[config.mk]
export PLATFORM = sky130hd
export DESIGN_NAME = multi_mode_ff_bank
export DESIGN_NICKNAME = d
export VERILOG_FILES = /design/src/rtl/multi_mode_ff_pkg.sv /design/src/rtl/ff_cell.sv /design/src/rtl/multi_mode_ff_bank.sv
export SDC_FILE = /design/constraint.sdc
export NUM_CORES = 1
export LEC_CHECK = 0
export CAP_MARGIN = 10
export CORE_ASPECT_RATIO = 0.5
export CORE_MARGIN = 3
export CORE_UTILIZATION = 39
export CTS_CLUSTER_SIZE = 20
export DETAILED_ROUTE_END_ITERATION = 6
export PLACE_DENSITY = 0.77
export SLEW_MARGIN = 20
export SYNTH_ARGS = -nofsm -noshare
export SYNTH_HDL_FRONTEND = slang
export SYNTH_SLANG_ARGS = --single-unit
[constraint.sdc]
create_clock -name clk -period 1.5 [get_ports clk]
set_input_delay 0.375 -clock clk [delete_from_list [all_inputs] [get_ports clk]]
set_output_delay 0.375 -clock clk [all_outputs]
set_load 0.1 [all_outputs]
[src/rtl/multi_mode_ff_pkg.sv]
// Shared types for the multi-mode flip-flop bank: the flip-flop mode
// encoding and the mode the bank wakes up in after reset.
package multi_mode_ff_pkg;

   typedef enum logic [1:0] {
      FF_SR = 2'b00,
      FF_JK = 2'b01,
      FF_D  = 2'b10,
      FF_T  = 2'b11
   } ff_mode_t;

   localparam ff_mode_t FF_MODE_RST = FF_D;

endpackage

[src/rtl/ff_cell.sv]
// One channel of the flip-flop bank: next-state selection for SR/JK/D/T,
// the state register, and the illegal-SR indication for this channel.
module ff_cell
   import multi_mode_ff_pkg::*;
#(
   parameter logic RST_BIT = 1'b0
) (
   input  logic     clk,
   input  logic     rst,
   input  logic     ce,
   input  ff_mode_t mode,
   input  logic     a,
   input  logic     b,
   output logic     q,
   output logic     illegal
);

   logic q_next;

   // S=R=1 is only meaningful as an error in SR mode, and only when the
   // register is actually being clocked.
   assign illegal = (mode == FF_SR) && ce && a && b;

   // Next-state selection; SR with both inputs high deliberately holds.
   always_comb begin
      q_next = q;
      case (mode)
         FF_SR: begin
            case ({a, b})
               2'b01:   q_next = 1'b0;
               2'b10:   q_next = 1'b1;
               default: q_next = q;
            endcase
         end
         FF_JK: begin
            case ({a, b})
               2'b01:   q_next = 1'b0;
               2'b10:   q_next = 1'b1;
               2'b11:   q_next = ~q;
               default: q_next = q;
            endcase
         end
         FF_D:    q_next = a;
         FF_T:    q_next = a ? ~q : q;
         default: q_next = q;
      endcase
   end

   // State register, updated only when clock-enabled.
   always_ff @(posedge clk) begin
      if (rst) begin
         q <= RST_BIT;
      end else if (ce) begin
         q <= q_next;
      end
   end

endmodule

[src/rtl/multi_mode_ff_bank.sv]
// WIDTH-channel bank of configurable flip-flops sharing one registered mode.
// Tracks illegal SR input combinations with sticky per-channel flags and a
// saturating event counter.
// Optional: define MULTI_MODE_FF_BANK_EDGE_DET_EN to add registered
// per-channel rise/fall pulse outputs (q_rise, q_fall).
module multi_mode_ff_bank
   import multi_mode_ff_pkg::*;
#(
   parameter int               WIDTH   = 8,
   parameter int               CNT_W   = 8,
   parameter logic [WIDTH-1:0] RST_VAL = '0
) (
   input  logic             clk,
   input  logic             rst,
   input  logic             ce,
   input  logic             mode_ld,
   input  logic [1:0]       mode_in,
   input  logic [WIDTH-1:0] a,
   input  logic [WIDTH-1:0] b,
   input  logic             err_clr,
   output logic [WIDTH-1:0] q,
   output logic [WIDTH-1:0] q_bar,
   output logic [1:0]       mode,
   output logic [WIDTH-1:0] err,
   output logic [CNT_W-1:0] err_cnt
`ifdef MULTI_MODE_FF_BANK_EDGE_DET_EN
   ,
   output logic [WIDTH-1:0] q_rise,
   output logic [WIDTH-1:0] q_fall
`endif
);

   localparam logic [CNT_W-1:0] CNT_MAX = '1;
   localparam logic [CNT_W-1:0] CNT_ONE = CNT_W'(1);

   ff_mode_t         mode_reg;
   logic [WIDTH-1:0] illegal;
   logic [WIDTH-1:0] err_reg;
   logic [CNT_W-1:0] err_cnt_reg;
   logic             any_illegal;

   // Mode register: a load becomes visible to the cells on the following cycle.
   always_ff @(posedge clk) begin
      if (rst) begin
         mode_reg <= FF_MODE_RST;
      end else if (mode_ld) begin
         mode_reg <= ff_mode_t'(mode_in);
      end
   end

   genvar gi;
   generate
      for (gi = 0; gi < WIDTH; gi++) begin : g_cell
         ff_cell #(
            .RST_BIT (RST_VAL[gi])
         ) u_cell (
            .clk     (clk),
            .rst     (rst),
            .ce      (ce),
            .mode    (mode_reg),
            .a       (a[gi]),
            .b       (b[gi]),
            .q       (q[gi]),
            .illegal (illegal[gi])
         );
      end
   endgenerate

   assign any_illegal = |illegal;

   // Sticky error flags and saturating counter; a new illegal event beats a clear.
   always_ff @(posedge clk) begin
      if (rst) begin
         err_reg     <= '0;
         err_cnt_reg <= '0;
      end else if (err_clr) begin
         err_reg     <= illegal;
         err_cnt_reg <= any_illegal ? CNT_ONE : '0;
      end else begin
         err_reg <= err_reg | illegal;
         if (any_illegal && (err_cnt_reg != CNT_MAX)) begin
            err_cnt_reg <= err_cnt_reg + CNT_ONE;
         end
      end
   end

   assign q_bar   = ~q;
   assign mode    = mode_reg;
   assign err     = err_reg;
   assign err_cnt = err_cnt_reg;

`ifdef MULTI_MODE_FF_BANK_EDGE_DET_EN
   logic [WIDTH-1:0] q_d_reg;
   logic [WIDTH-1:0] q_rise_reg;
   logic [WIDTH-1:0] q_fall_reg;

   // Edge pulses compare q against its previous value; q_d tracks the reset
   // value during reset so a reset-induced change never produces a pulse.
   always_ff @(posedge clk) begin
      if (rst) begin
         q_d_reg    <= RST_VAL;
         q_rise_reg <= '0;
         q_fall_reg <= '0;
      end else begin
         q_d_reg    <= q;
         q_rise_reg <= q & ~q_d_reg;
         q_fall_reg <= ~q & q_d_reg;
      end
   end

   assign q_rise = q_rise_reg;
   assign q_fall = q_fall_reg;
`endif

endmodule

---- Word level (Yosys, flattened, before mapping) ----
Cells that the tools add are included.
Widths: inputs -> output; s select.
storage, ports and cells
  register bits after elaboration ......... 26
  bits of input ports ..................... 23
  output and inout bits ................... 34
cells by class
  $add $sub $neg .......................... 1
  equal/unequal tests ..................... 52
  muxes and demuxes ....................... 36
  bitwise gates (word level) .............. 10
  reductions and logical operators ........ 29
operators with widths
  operator             number
  $eq 2x2->1 const B   18
  $ne 4x1->1 const B   8
  $pmux 1 s4           8
  $reduce_and 4->1     8
  $mux 8               3
  $pmux 1 s3           8
  $ne 3x1->1 const B   7
  $eq 2x1->1 const B   9
  $logic_and 1x1->1    18
  $ne 2x2->1 const B   8
  $pmux 1 s2           8
  $mux 1               9
  $add 8x1->8 const B  1
  $ne 8x8->1 const B   1
  $not 1->1            8
  $not 8->8            1
  $or 8x8->8           1
  $reduce_or 8->1      1
  $ne 3x3->1 const B   1
  $logic_not 2->1      1
  $reduce_bool 2->1    1

---- Longest topological paths before layout ----
  word-level depth ........................ 8
  gate-level depth with buffers ........... 7
  mapped depth without buffers ............ 7

---- Modules after synthesis ----
A second synthesis with hierarchy kept.
unflattened totals
  cells, all modules ...................... 196
  area, all modules ....................... 1451.4 um2
modules (own cells, without submodules)
  module              times used  cells an instance  area an instance (um2)
  multi_mode_ff_bank  1           92                 780.7
  ff_cell             8           13                 83.8

---- Worst setup path after synthesis ----
Ideal clock, no wire load.
  kind .................................... register to register
  from .................................... register err_cnt_reg[0] (netlist: err_cnt[0])
  to ...................................... register err_cnt_reg[6] (netlist: err_cnt[6])
  data arrival time ....................... 2.270 ns
  path slack .............................. -0.840 ns
  stages on the path, launching flop included .. 7
  cells stage by stage .................... dfxtp_1 -> ha_1 -> and3_1 -> nor2b_1 -> nand3_1 -> or3_1 -> a21oi_1
between the ends
  word-level cells in the longest chain between the ends .. 3
  elaborated cells on any way between the ends .. 6
  classes of those cells .................. 1 x add/sub; 1 x eq/ne; 2 x mux; 2 x reduce/logical
ends and longest elaborated chain
  what                                         line                                                source
  start, declared                              multi_mode_ff_bank.sv:39                            logic [CNT_W-1:0] err_cnt_reg;
  start signal, assigned                       multi_mode_ff_bank.sv:78                            err_cnt_reg <= any_illegal ? CNT_ONE : '0;
  start signal, assigned                       multi_mode_ff_bank.sv:82                            err_cnt_reg <= err_cnt_reg + CNT_ONE;
  $add 8x1->8 or $ne 8x8->1 (tied branches)    multi_mode_ff_bank.sv:82, multi_mode_ff_bank.sv:81
  $mux 8 or $logic_and 1x1->1 (tied branches)  multi_mode_ff_bank.sv:81                            if (any_illegal && (err_cnt_reg != CNT_MAX)) begin
  $mux 8 or $reduce_bool 2->1 (tied branches)  -
Several ways; a longest one is shown, not always the timed one. The select of a mux whose other input is x is not followed.
A chain may end at the register's enable or synchronous reset.

---- Worst setup path after layout ----
Ends and elaborated chain as after synthesis.

==> summary by stage <==
Outcome
The flow ran to the end, and the final reports show no timing, DRC or antenna violations.

Die
The floorplan has 15 rows. The die covers 4626 um2. In this run the horizontal extent of the chip is 93.24 um.

For this configuration, the core starts out at a cell density of 41.83%. The top-level port count is 57. The die span in y is 49.62 um. The floorplan core area is 3547 um2.

Clock network
For this design, the sink count on the clock tree is 26. The clock passes through at most 2 buffers. The clock transition at the register clock pins on the worst setup and hold paths after CTS is 100 ps. CTS built an H-tree with a depth of 1. For the worst-skew pair, the clock arrives at the later sink with an insertion delay of 280 ps. The tree is rooted in a clkbuf_8. The CTS tree is done. The number of hold buffers added after CTS is 0. The number of buffers created by CTS is 3.

Setup path
The signal on the critical path passes through ha_4 > and3_4 > nor2b_4 > nand3_2 > or3_4 > a21oi_2. The number of buffers and inverters on the critical path is 0. The nature of the critical path endpoint is a flip-flop.

The worst setup path category is reg -> reg. For this design, the slowest cell found on the critical path is or3_4. The required time reported for the critical path endpoint is 1720 ps. The data arrival time of the critical path is 1720 ps. STA classifies the critical path startpoint as a flip-flop.

The critical path's top delay family is simple AND/OR/NAND/NOR gates. The worst stage delay on the critical path is 390 ps. The largest fanout of any net on the critical path is 3.

Yosys
The post-synthesis instance area is 1484 um2. For this run, the register share of the synthesized area comes to 35.08%. The Yosys step of the flow raised 0 warnings. The gate count after technology mapping is 201. Averaged over all synthesized cells, the footprint is 7.383 um2. The post-synth net total is 228. The number of flops mapped to enable cells by yosys is 0. The area fraction of the dominant cell type after synthesis is 35.08%. In the synthesized netlist the async set-or-reset flop fraction comes to 0%.

Ranked by total cell area, the synthesized netlist is headed by dfxtp_1 (35%), nand2_1 (8.1%), nor2_1 (6.3%). The largest total area in the synthesized netlist belongs to dfxtp_1. Yosys instantiated no cell more often than nand2_1. The commonest cells after synthesis are nand2_1 (32), dfxtp_1 (26), nor2_1 (25).

Counting distinct cell types in the post-synthesis netlist gives 41. For this run, the leading register cell type out of synthesis is dfxtp_1. The synthesis-stage register bit count is 26.

Timing
The headroom to the max-slew limit is 80.07%. The ratio of final minimum period to clock period is 99.74%. The setup violation total in the final timing report is 0. The top achievable clock speed is 668.4 MHz. After layout, the minimum clock period comes to 1496 ps. After routing, the total negative slack on setup checks comes to 0 ps. Setup slack closes at 3.960 ps. The number of hold violations in the final report was 0.

For the final database, setup skew stands at 3.325 ps. Setup repair after global routing could not meet its margin everywhere. The worst-margin pin slew is 299.0 ps. The count of final max-slew check failures was 0.

Global routing
The number of global-route vias before repair was 1785. Entering global routing, the biggest net connects 21 pins. The first-pass GRT wire length is 8052 um. The initial antenna violation count is 0.

For this run, the total global-route usage over all layers was measured as 21.83%. The residual overflow from global routing is 0.

Route
For this run, the detailed router's first-pass iteration total came to 4. In the final routed layout, each cell accounts on average for 15.68 um. The remaining antenna violation count after routing is 0.

Summing over every cut layer, the via total after detailed routing is 1931. The starting DRC count in detailed routing is 93. The remaining routing DRC violations is 0. Wires add up to 5442 um.

The post-detailed-route via-to-cell ratio is 5.565.

Placement
Summed over all nets, the half-perimeter wirelength after detailed placement is 3530 um. The number of port buffers is 56. The worst-case setup slack after placement is -525.6 ps. The global placement routability congestion is 0.8732.

Hold path
The path class of the tightest hold or removal check is reg -> reg.

Finish
Of the cells placed in the final design, the portion with a size suffix greater than 1 is 42.23%. The synthesis-to-finish area growth is 95.78%. The number of antenna repair diodes is 0. The net count of the finished layout is 324.

Power and ir drop
The areal power density over the cells is 686.1 nW/um2. The worst voltage drop across the vdd grid is 397.8 uV. The leakage power figure is 1.199 nW.

Job
The count of max-cap constraint violations is 0.
==> layer usage <==
metal | vias up | routed length [um] | track usage, %
met1 | 921 | 2083 | 24.58
met4 | 0 | 170 | 9.976
met3 | 21 | 351 | 4.726
met5 | - | 0 | 0
met2 | 91 | 2837 | 39.53
li1 | 898 | - | -
==> area by class of cell <==
| cell class | count | area [um2] |
|---|---|---|
| Timing Repair Buffer | 107 | 1272 |
| Multi-Input combinational cell | 144 | 890.9 |
| Fill cell | 188 | 641.9 |
| Sequential cell | 26 | 565.5 |
| Inverter | 15 | 67.56 |
| Tap cell | 51 | 63.81 |
| Clock buffer | 3 | 41.29 |
| Clock inverter | 1 | 3.754 |
==> final timing paths <==
check                                start    endpoint  slack [ps]  cells past startpoint
worst max register to register  err_cnt[0]  err_cnt[6]           4                      6
worst max-delay path            err_cnt[0]  err_cnt[6]           4                      6
worst min register to register  err_cnt[7]  err_cnt[7]         530                      2
worst min-delay path            err_cnt[7]  err_cnt[7]         530                      2
==> what timing repair did <==
action	CTS	global route
buffers inserted	11	7
pin swaps	10	13
endpoints found under the hold margin	0	0
cloned	0	1
setup endpoints to repair	9	10
resized for setup	25	18
==> cells by family after synthesis <==
| kind of cell | count (synthesis) | synth area share, % |
|---|---|---|
| AO/OA/AOI/OAI | 56 | 25.46 |
| adder cells (fa/ha/maj) | 4 | 3.373 |
| buffers and inverters | 31 | 10.45 |
| flip-flops | 26 | 35.08 |
| multiplexers | 1 | 0.6746 |
| AND/OR/NAND/NOR | 83 | 24.96 |
==> cells in the final DEF (no fill, tap or decap), types with 6 or more instances in the layout <==
cell,Yosys,routed
buf_4,8,49
buf_12,0,34
nand2_1,32,26
nor2_1,25,25
a21oi_1,17,15
dfxtp_1,26,14
dfxtp_4,0,12
inv_1,14,11
dlygate4sd2_1,0,8
clkdlybuf4s15_1,0,7
nand2_2,0,6
o221ai_1,6,6
nor3_1,6,6
==> power breakdown <==
part | internal [mW] | switching [mW]
Sequential | 0.700 | 0.0537
Combinational | 0.326 | 0.483
Clock | 0.185 | 0.246
Total | 1.21 | 0.783
==> per-stage QoR <==
stage                     util (%)  cell area, um2  std cells  hold WS [ps]  power [mW]
after detailed placement     75.17            2666        324         511.3       1.533
final                        81.90            2905        347         529.6       1.993
after floorplan                  -            1560        201         492.2       1.205
after CTS                    79.12            2806        339         530.9       1.944
after global placement       75.17            2666        324         491.8       1.517
after global routing         81.90            2905        347         543.0       2.048
==> tightest hold or removal path, stage by stage, from the launching register on <==
cell      delay (ps)
dfxtp_4          370
inv_1             70
a211oi_1          70
(Power assumes the default switching activity.)
